[src/rtl/stand_light_ctrl_pkg.sv]
// +----------------------------------------------------------------------+
// | stand_light_pkg : shared types and defaults for the stand-light ctrl |
// | Rev 1.0                                                              |
// +----------------------------------------------------------------------+
`default_nettype none

package stand_light_pkg;

  typedef enum logic {
    ST_OFF = 1'b0,
    ST_ON  = 1'b1
  } state_e;

  localparam int LVL_OFF         = 0;
  localparam int DEF_N_LEVELS    = 4;
  localparam int DEF_TIMEOUT_CYC = 1000;

endpackage

`default_nettype wire

[src/rtl/stand_light_ctrl_if.sv]
// +----------------------------------------------------------------------+
// | stand_light_ctrl_if : button/LED bundle between the edge detectors,  |
// | the level controller and the pattern generators.  Rev 1.0           |
// +----------------------------------------------------------------------+
`default_nettype none

interface stand_light_ctrl_if
  import stand_light_pkg::*;
#(
  parameter int N_LEVELS = DEF_N_LEVELS
);
  localparam int SEL_W = $clog2(N_LEVELS + 1);

  logic                i_btn_up;
  logic                i_btn_down;
  logic                i_btn_off;
  logic [N_LEVELS-1:0] i_x;
  logic                o_y;
  logic [SEL_W-1:0]    o_level;

  modport master (
    output i_btn_up, i_btn_down, i_btn_off, i_x,
    input  o_y, o_level
  );

  modport slave (
    input  i_btn_up, i_btn_down, i_btn_off, i_x,
    output o_y, o_level
  );

endinterface

`default_nettype wire

[src/rtl/stand_light_ctrl_timer.sv]
// +----------------------------------------------------------------------+
// | stand_light_timer : idle counter, expires on its TIMEOUT_CYC-th      |
// | enabled cycle.  Rev 1.0                                              |
// +----------------------------------------------------------------------+
`default_nettype none

module stand_light_timer
  import stand_light_pkg::*;
#(
  parameter int TIMEOUT_CYC = DEF_TIMEOUT_CYC
) (
  input  logic clk,
  input  logic reset_n,
  input  logic i_clr,
  input  logic i_en,
  output logic o_expire
);
  localparam int               CNT_W = $clog2(TIMEOUT_CYC + 1);
  localparam logic [CNT_W-1:0] C_LAST = CNT_W'(TIMEOUT_CYC - 1);

  logic [CNT_W-1:0] cnt_q;

  assign o_expire = i_en && (cnt_q == C_LAST);

  always_ff @(posedge clk or negedge reset_n) begin
    if (!reset_n) begin
      cnt_q <= '0;
    end else if (i_clr || o_expire) begin
      cnt_q <= '0;
    end else if (i_en) begin
      cnt_q <= cnt_q + CNT_W'(1);
    end
  end

endmodule

`default_nettype wire

[src/rtl/stand_light_ctrl.sv]
// +----------------------------------------------------------------------+
// | stand_light_ctrl : button-driven level FSM with wrap, auto-off timer |
// | and registered N-way LED select.  Rev 1.0                            |
// +----------------------------------------------------------------------+
`default_nettype none

module stand_light_ctrl
  import stand_light_pkg::*;
#(
  parameter int N_LEVELS    = DEF_N_LEVELS,
  parameter int TIMEOUT_CYC = DEF_TIMEOUT_CYC
) (
  input  logic               clk,
  input  logic               reset_n,
  stand_light_ctrl_if.slave  bus
);
  localparam int SEL_W = $clog2(N_LEVELS + 1);

  state_e           st_q, st_d;
  logic [SEL_W-1:0] level_q, level_d;
  logic             y_q, y_d;

  logic w_up_only, w_dn_only, w_any_btn, w_lvl_bad, w_expire;

  assign w_up_only = bus.i_btn_up & ~bus.i_btn_down;
  assign w_dn_only = bus.i_btn_down & ~bus.i_btn_up;
  assign w_any_btn = bus.i_btn_up | bus.i_btn_down | bus.i_btn_off;
  assign w_lvl_bad = (level_q > SEL_W'(N_LEVELS));

  generate
    if (TIMEOUT_CYC > 0) begin : g_timer
      logic w_clr, w_en;
      assign w_clr = w_any_btn || (st_q == ST_OFF);
      assign w_en  = (st_q == ST_ON) && !w_any_btn;

      stand_light_timer #(
        .TIMEOUT_CYC (TIMEOUT_CYC)
      ) u_timer (
        .clk      (clk),
        .reset_n  (reset_n),
        .i_clr    (w_clr),
        .i_en     (w_en),
        .o_expire (w_expire)
      );
    end else begin : g_no_timer
      assign w_expire = 1'b0;
    end
  endgenerate

  always_comb begin
    level_d = level_q;
    if (bus.i_btn_off || w_lvl_bad) begin
      level_d = SEL_W'(LVL_OFF);
    end else if (w_up_only) begin
      level_d = (level_q == SEL_W'(N_LEVELS)) ? SEL_W'(LVL_OFF) : level_q + SEL_W'(1);
    end else if (w_dn_only) begin
      // Down saturates at level 1 and never turns the light off.
      if (level_q > SEL_W'(1)) level_d = level_q - SEL_W'(1);
    end else if (w_expire) begin
      level_d = SEL_W'(LVL_OFF);
    end
    st_d = (level_d == SEL_W'(LVL_OFF)) ? ST_OFF : ST_ON;
  end

  // Unmatched codes (off or corrupted) select nothing and drive 0.
  always_comb begin
    y_d = 1'b0;
    for (int k = 1; k <= N_LEVELS; k++) begin
      if (level_q == SEL_W'(k)) y_d = bus.i_x[k-1];
    end
  end

  always_ff @(posedge clk or negedge reset_n) begin
    if (!reset_n) begin
      st_q    <= ST_OFF;
      level_q <= SEL_W'(LVL_OFF);
      y_q     <= 1'b0;
    end else begin
      st_q    <= st_d;
      level_q <= level_d;
      y_q     <= y_d;
    end
  end

  assign bus.o_level = level_q;
  assign bus.o_y     = y_q;

endmodule

`default_nettype wire

[src/flat_wrapper.sv]
// flat-port wrapper written by rule: the top's interface ports become plain ports
module stand_light_ctrl_flat import stand_light_pkg::*;
#(
  parameter int N_LEVELS    = DEF_N_LEVELS,
  parameter int TIMEOUT_CYC = DEF_TIMEOUT_CYC
)
  (clk, reset_n, bus_i_btn_up, bus_i_btn_down, bus_i_btn_off, bus_i_x, bus_o_y, bus_o_level);
  stand_light_ctrl_if #(.N_LEVELS(N_LEVELS)) bus_i ();
  input  logic clk;
  input  logic reset_n;
  input wire logic [$bits(bus_i.i_btn_up)-1:0] bus_i_btn_up;
  input wire logic [$bits(bus_i.i_btn_down)-1:0] bus_i_btn_down;
  input wire logic [$bits(bus_i.i_btn_off)-1:0] bus_i_btn_off;
  input wire logic [$bits(bus_i.i_x)-1:0] bus_i_x;
  output wire logic [$bits(bus_i.o_y)-1:0] bus_o_y;
  output wire logic [$bits(bus_i.o_level)-1:0] bus_o_level;
  assign bus_i.i_btn_up = bus_i_btn_up;
  assign bus_i.i_btn_down = bus_i_btn_down;
  assign bus_i.i_btn_off = bus_i_btn_off;
  assign bus_i.i_x = bus_i_x;
  assign bus_o_y = bus_i.o_y;
  assign bus_o_level = bus_i.o_level;
  stand_light_ctrl #(.N_LEVELS(N_LEVELS), .TIMEOUT_CYC(TIMEOUT_CYC)) u_core (.clk(clk), .reset_n(reset_n), .bus(bus_i));
endmodule
[config.mk]
export PLATFORM = sky130hd
export DESIGN_NAME = stand_light_ctrl_flat
export DESIGN_NICKNAME = d
export VERILOG_FILES = /design/src/rtl/stand_light_ctrl_pkg.sv /design/src/rtl/stand_light_ctrl_if.sv /design/src/rtl/stand_light_ctrl_timer.sv /design/src/rtl/stand_light_ctrl.sv /design/src/flat_wrapper.sv
export SDC_FILE = /design/constraint.sdc
export NUM_CORES = 1
export LEC_CHECK = 0
export ABC_AREA = 1
export BUFFER_PORTS_ARGS = -buffer_cell sky130_fd_sc_hd__buf_2
export CORE_UTILIZATION = 61
export DETAILED_ROUTE_END_ITERATION = 7
export HOLD_SLACK_MARGIN = 0.03
export PLACE_DENSITY = 0.83
export SLEW_MARGIN = 5
export SYNTH_ARGS = -nofsm -noshare
export SYNTH_HDL_FRONTEND = slang
export SYNTH_HIERARCHICAL = 1
export SYNTH_SLANG_ARGS = --single-unit
export TNS_END_PERCENT = 100
[constraint.sdc]
create_clock -name clk -period 3.7 [get_ports clk]
set_input_delay 1.11 -clock clk [delete_from_list [all_inputs] [get_ports clk]]
set_output_delay 1.11 -clock clk [all_outputs]
set_load 0.005 [all_outputs]
Word-level counts from Yosys, hierarchy flattened

Cells that the tools add are included.

$add $sub $neg: 3
$lt $le $gt $ge: 2
Eq/ne operators: 5
Multiplexer cells: 13
Bitwise operators: 7
Reduce and logical (&&, ||, !) cells: 8

Operator list:

| operator                | number |
|---|---|
| $mux W10                | 2 |
| $mux W3                 | 6 |
| $add A10 B1 Y10 const B | 1 |
| $eq A10 B10 Y1 const B  | 1 |
| $eq A3 B2 Y1 const B    | 2 |
| $mux W1                 | 5 |
| $add A3 B1 Y3 const B   | 1 |
| $eq A3 B1 Y1 const B    | 1 |
| $eq A3 B3 Y1 const B    | 1 |
| $gt A3 B1 Y1 const B    | 1 |
| $gt A3 B3 Y1 const B    | 1 |
| $logic_not A3 Y1        | 1 |
| $logic_or A1 B1 Y1      | 3 |
| $not A1 Y1              | 3 |
| $sub A3 B1 Y3 const B   | 1 |
| $and A1 B1 Y1           | 2 |
| $logic_and A1 B1 Y1     | 2 |
| $or A1 B1 Y1            | 2 |
| $reduce_bool A2 Y1      | 1 |
| $logic_not A1 Y1        | 1 |

Register bits after elaboration: 15
Output and inout bits: 4

Depth between registers and ports, before layout

Depth after elaboration: 11
Gate-level depth with buffers: 14
Mapped depth without buffers: 14

Modules after synthesis

Netlist, hierarchy kept.

Modules (own cells, without submodules):

| module            | times used | cells each | area each (um2) |
|---|---|---|---|
| stand_light_timer | 1          | 81         | 648.1 |
| stand_light_ctrl  | 1          | 77         | 489.2 |

Worst setup path before layout

OpenSTA, ideal clock, no wires.

Kind: input-to-reg
From: in bus_i_btn_up
To: reg u_core.st_q
Library setup time: 118 ps
Arrival: 2207 ps
Required time: 3582 ps
Setup slack: 1376 ps
Cell stages on the path: 14
Path buffers: 0
Cells stage by stage: inv_2 > nand4_1 > inv_1 > nand2_1 > nor2_4 > nand3_4 > inv_1 > nor2_1 > o21ai_1 > nand2_1 > nand2_1 > nand2_1 > inv_1 > nand2_1

Word-level cells in the longest chain between the ends: 11
Elaborated cells between the ends (all ways): 14
Classes of those cells: 5 x mux; 5 x bitwise; 4 x reduce/logical

RTL lines:

| what                          | RTL line                     | source |
|---|---|---|
| from (decl)                   | flat_wrapper.sv:11           | `input wire logic [$bits(bus_i.i_btn_up)-1:0] bus_i_btn_up;` |
| $or A1 B1 Y1 (2 in a row)     | stand_light_ctrl.sv:27       | `assign w_any_btn = bus.i_btn_up \| bus.i_btn_down \| bus.i_btn_off;` |
| $logic_not A1 Y1              | stand_light_ctrl.sv:34       | `assign w_en = (st_q == ST_ON) && !w_any_btn;` |
| $logic_and A1 B1 Y1           | stand_light_ctrl.sv:34       |  |
| named net u_core.g_timer.w_en | stand_light_ctrl.sv:32       | `logic w_clr, w_en;` |
| $logic_and A1 B1 Y1           | stand_light_ctrl_timer.sv:23 | `assign o_expire = i_en && (cnt_q == C_LAST);` |
| named net u_core.w_expire     | stand_light_ctrl.sv:23       | `logic w_up_only, w_dn_only, w_any_btn, w_lvl_bad, w_expire;` |
| $mux W3                       | stand_light_ctrl.sv:59       | `end else if (w_expire) begin` |
| $mux W3                       | stand_light_ctrl.sv:56       | `end else if (w_dn_only) begin` |
| $mux W3                       | stand_light_ctrl.sv:54       | `end else if (w_up_only) begin` |
| $mux W3                       | stand_light_ctrl.sv:52       | `if (bus.i_btn_off \|\| w_lvl_bad) begin` |
| $logic_not A3 Y1              | stand_light_ctrl.sv:62       | `st_d = (level_d == SEL_W'(LVL_OFF)) ? ST_OFF : ST_ON;` |
| $mux W1                       | stand_light_ctrl.sv:62       |  |
| named net u_core.st_d         | stand_light_ctrl.sv:19       | `state_e st_q, st_d;` |
| to (signal assigned)          | stand_light_ctrl.sv:79       | `st_q <= st_d;` |
| to (decl)                     | stand_light_ctrl.sv:19       |  |

The timed path passes the listed nets, and every way through them passes these cells.
A chain may end at the register's enable or synchronous reset.

Worst setup path in the final report

Ends and elaborated chain as after synthesis.

==> results.json <==
{
  "io_buffers": 12,
  "cts_setup_buffers": 0,
  "detail_route.wl_per_cell_um": 10.6,
  "drtIter0Drc": 26,
  "vdd_drop_max_v": 0.000249,
  "cts_tree": "done",
  "routabilityCongestion": 0.936,
  "drc": 0,
  "netlist.area_leader.share": 0.330,
  "hold_buffers": 0,
  "hp-class": "reg -> reg",
  "cp_common_cell": "nand2_1",
  "drive_above_1_share": 0.254,
  "setup_viol": 0,
  "synthCells": 158,
  "synth_cell_type_count": 20,
  "cts_buffers": 3,
  "std_cell_rows": 15,
  "synth_area_leader_cell": "dfrtp_1",
  "worst_slew_pin_slew_ns": 0.348,
  "path_buf_inv": 5,
  "start_util": 0.652,
  "yosys_warnings": 6,
  "grt_overflow_total": 0,
  "htree_levels": 1,
  "cp-start-kind": "input pin",
  "status": "finished, final reports clean",
  "viasPerCell": 5.06,
  "crit_fanout": 12,
  "grt_pass1_vias": 939,
  "core-area_mm2": 0.00175,
  "synth.net_count": 174,
  "cp_top_family": "simple AND/OR/NAND/NOR gates",
  "ys_seq_area_frac": 0.330,
  "p_leak_nw": 0.646,
  "grt_max_degree": 16,
  "nets": 190,
  "fin_setup_tns_ns": 0,
  "maxSlewHeadroom": 0.768,
  "drt_first_pass_iters": 4,
  "maxCapViolations": 0,
  "finalCritPeriodShare": 0.685,
  "critical_path_class": "in -> reg",
  "syn_to_final_growth_pct": 9.35,
  "grt.total_usage": 0.259,
  "synth-seq-cells": 15,
  "drt_wl_total_mm": 2.10,
  "fmax_mhz": 395,
  "fp.dieW_um": 45.2,
  "vias": 1002,
  "cts_resized": 0,
  "final_util": 0.713,
  "hold_viol": 0,
  "die_y_um": 45.2,
  "clock_latency_ns": 0.28,
  "cts.sinks": 15,
  "yosys-top-cells-area": "dfrtp_1 33%, nand2_1 13%, nor2_2 9.4%",
  "skew_ns": 0.00151,
  "hpwl_mm": 1.69,
  "hold_ws_ns": 0.577,
  "dpl_cell_area_mm2": 0.00122,
  "syn_area_per_cell_um2": 7.20,
  "slowest_delay_ns": 0.31,
  "grt_first_pass_wirelength_mm": 3.79,
  "n_antenna_cell": 0,
  "ioPinCount": 13,
  "cp_slowest_cell": "inv_1",
  "antenna_found_initial": 0,
  "cp_data_arrival_time_ns": 2.71,
  "ant_nets": 0,
  "cts.path.max_buffers": 2,
  "cp_data_required_time_ns": 3.87,
  "drv_slew": 0,
  "cts-root-buf": "clkbuf_4",
  "clkTransAtPathRegs_ns": 0.08,
  "netlist_area_mm2": 0.00114,
  "rsz0062_at_grt": "no",
  "end_kind": "register",
  "worstPathCellList": "buf_2, inv_2, nand4_1, inv_1, nand2_1, nor2_4, nand3_4, inv_1, nor2_1, o21ai_1, nand2_1, nand2_1, nand2_1, inv_1, nand2_1",
  "power_per_cell_area_mw_per_mm2": 278,
  "final_cell_area_mm2": 0.00124,
  "layout_min_cycle_time_ns": 2.53,
  "die_area_mm2": 0.00204
}
metal layers:
layer / routed length [um] / GRT usage
met1: 1040 / 0.350
met2: 925 / 0.377
met3: 99 / 0.0800
met4: 37 / 0.121
met5: 0 / 0
cell usage after synthesis (all sizes together):
| cell | number |
|---|---|
| nand2 | 44 |
| inv | 31 |
| nor2 | 28 |
| dfrtp | 15 |
| nand3 | 14 |
| ha | 7 |
| nand4 | 7 |
| o21ai | 6 |
| xor2 | 2 |
| a21oi | 1 |
| buf | 1 |
| nand3b | 1 |
| nor3 | 1 |
power breakdown:
group / internal, mW / switching, mW
Sequential: 0.171 / 0.00692
Clock: 0.0418 / 0.0472
Combinational: 0.0285 / 0.0503
stage by stage:
step	power (mW)	instances	setup slack, ns
finish	0.346	198	1.17
global route	0.372	198	0.999
CTS	0.349	198	1.20
detailed placement	0.259	194	0.899
global placement	0.255	194	0.953
floorplan	0.234	158	1.38
cell type report:
type	count	area, um2
clock buffer	4	26.3
fill	151	502
inverter	31	116
sequential	15	375
multi-input combinational	111	634
timing repair buffer	12	60.1
tap	25	31.3
layout by cell type, fill, tap and decap left out:
master and count:
inv_1 27, nand2_8 1, buf_2 12, nor2_1 9, nor2_4 2, clkbuf_1 1
nor2_2 17, nor3_1 1, o21ai_0 4, o21ai_1 2, nand4_1 7, a21oi_2 1
nand3b_1 1, dfrtp_1 15, nand2_1 40, clkbuf_4 3, xor2_1 2, nand2_2 3
inv_2 4, nand3_4 1, ha_1 7, nand3_1 13
worst paths after layout:
path / from / end / slack (ns) / cells after the start
max: bus_i_btn_up / u_core/st_q / 1.17 / 15
min: u_core/g_timer.u_timer/cnt_q[9] / u_core/g_timer.u_timer/cnt_q[9] / 0.58 / 3
max reg2reg: u_core/st_q / u_core/st_q / 1.83 / 13
min reg2reg: u_core/g_timer.u_timer/cnt_q[9] / u_core/g_timer.u_timer/cnt_q[9] / 0.58 / 3
max in group asynchronous: reset_n / u_core/bus.o_level[1] / 2.75 / 1
min in group asynchronous: reset_n / u_core/bus.o_y / 0.71 / 1
state kept, by name (all words and copies together), names as in the netlist:
signal	count
u_core/bus.o_y	1
u_core/g_timer.u_timer/cnt_q	10
u_core/st_q	1
u_core/bus.o_level	3
worst reg2reg max path: cells and delay by family, from the launching register on:
kind | cells | cell delay, ns
DFF | 1 | 0.34
AOI/OAI and AO/OA | 1 | 0.11
buffers and inverters | 3 | 0.44
and+or+nand+nor | 9 | 0.87
kinds of logic after synthesis:
kind of cell    after synthesis  share of synthesized area
xor+xnor                      2                     0.0154
buf+inv                      32                      0.112
compound gates                7                     0.0341
simple gates                 95                      0.431
flops                        15                      0.330
fa+ha+maj                     7                     0.0770
Power figures use the tool's default switching activity.
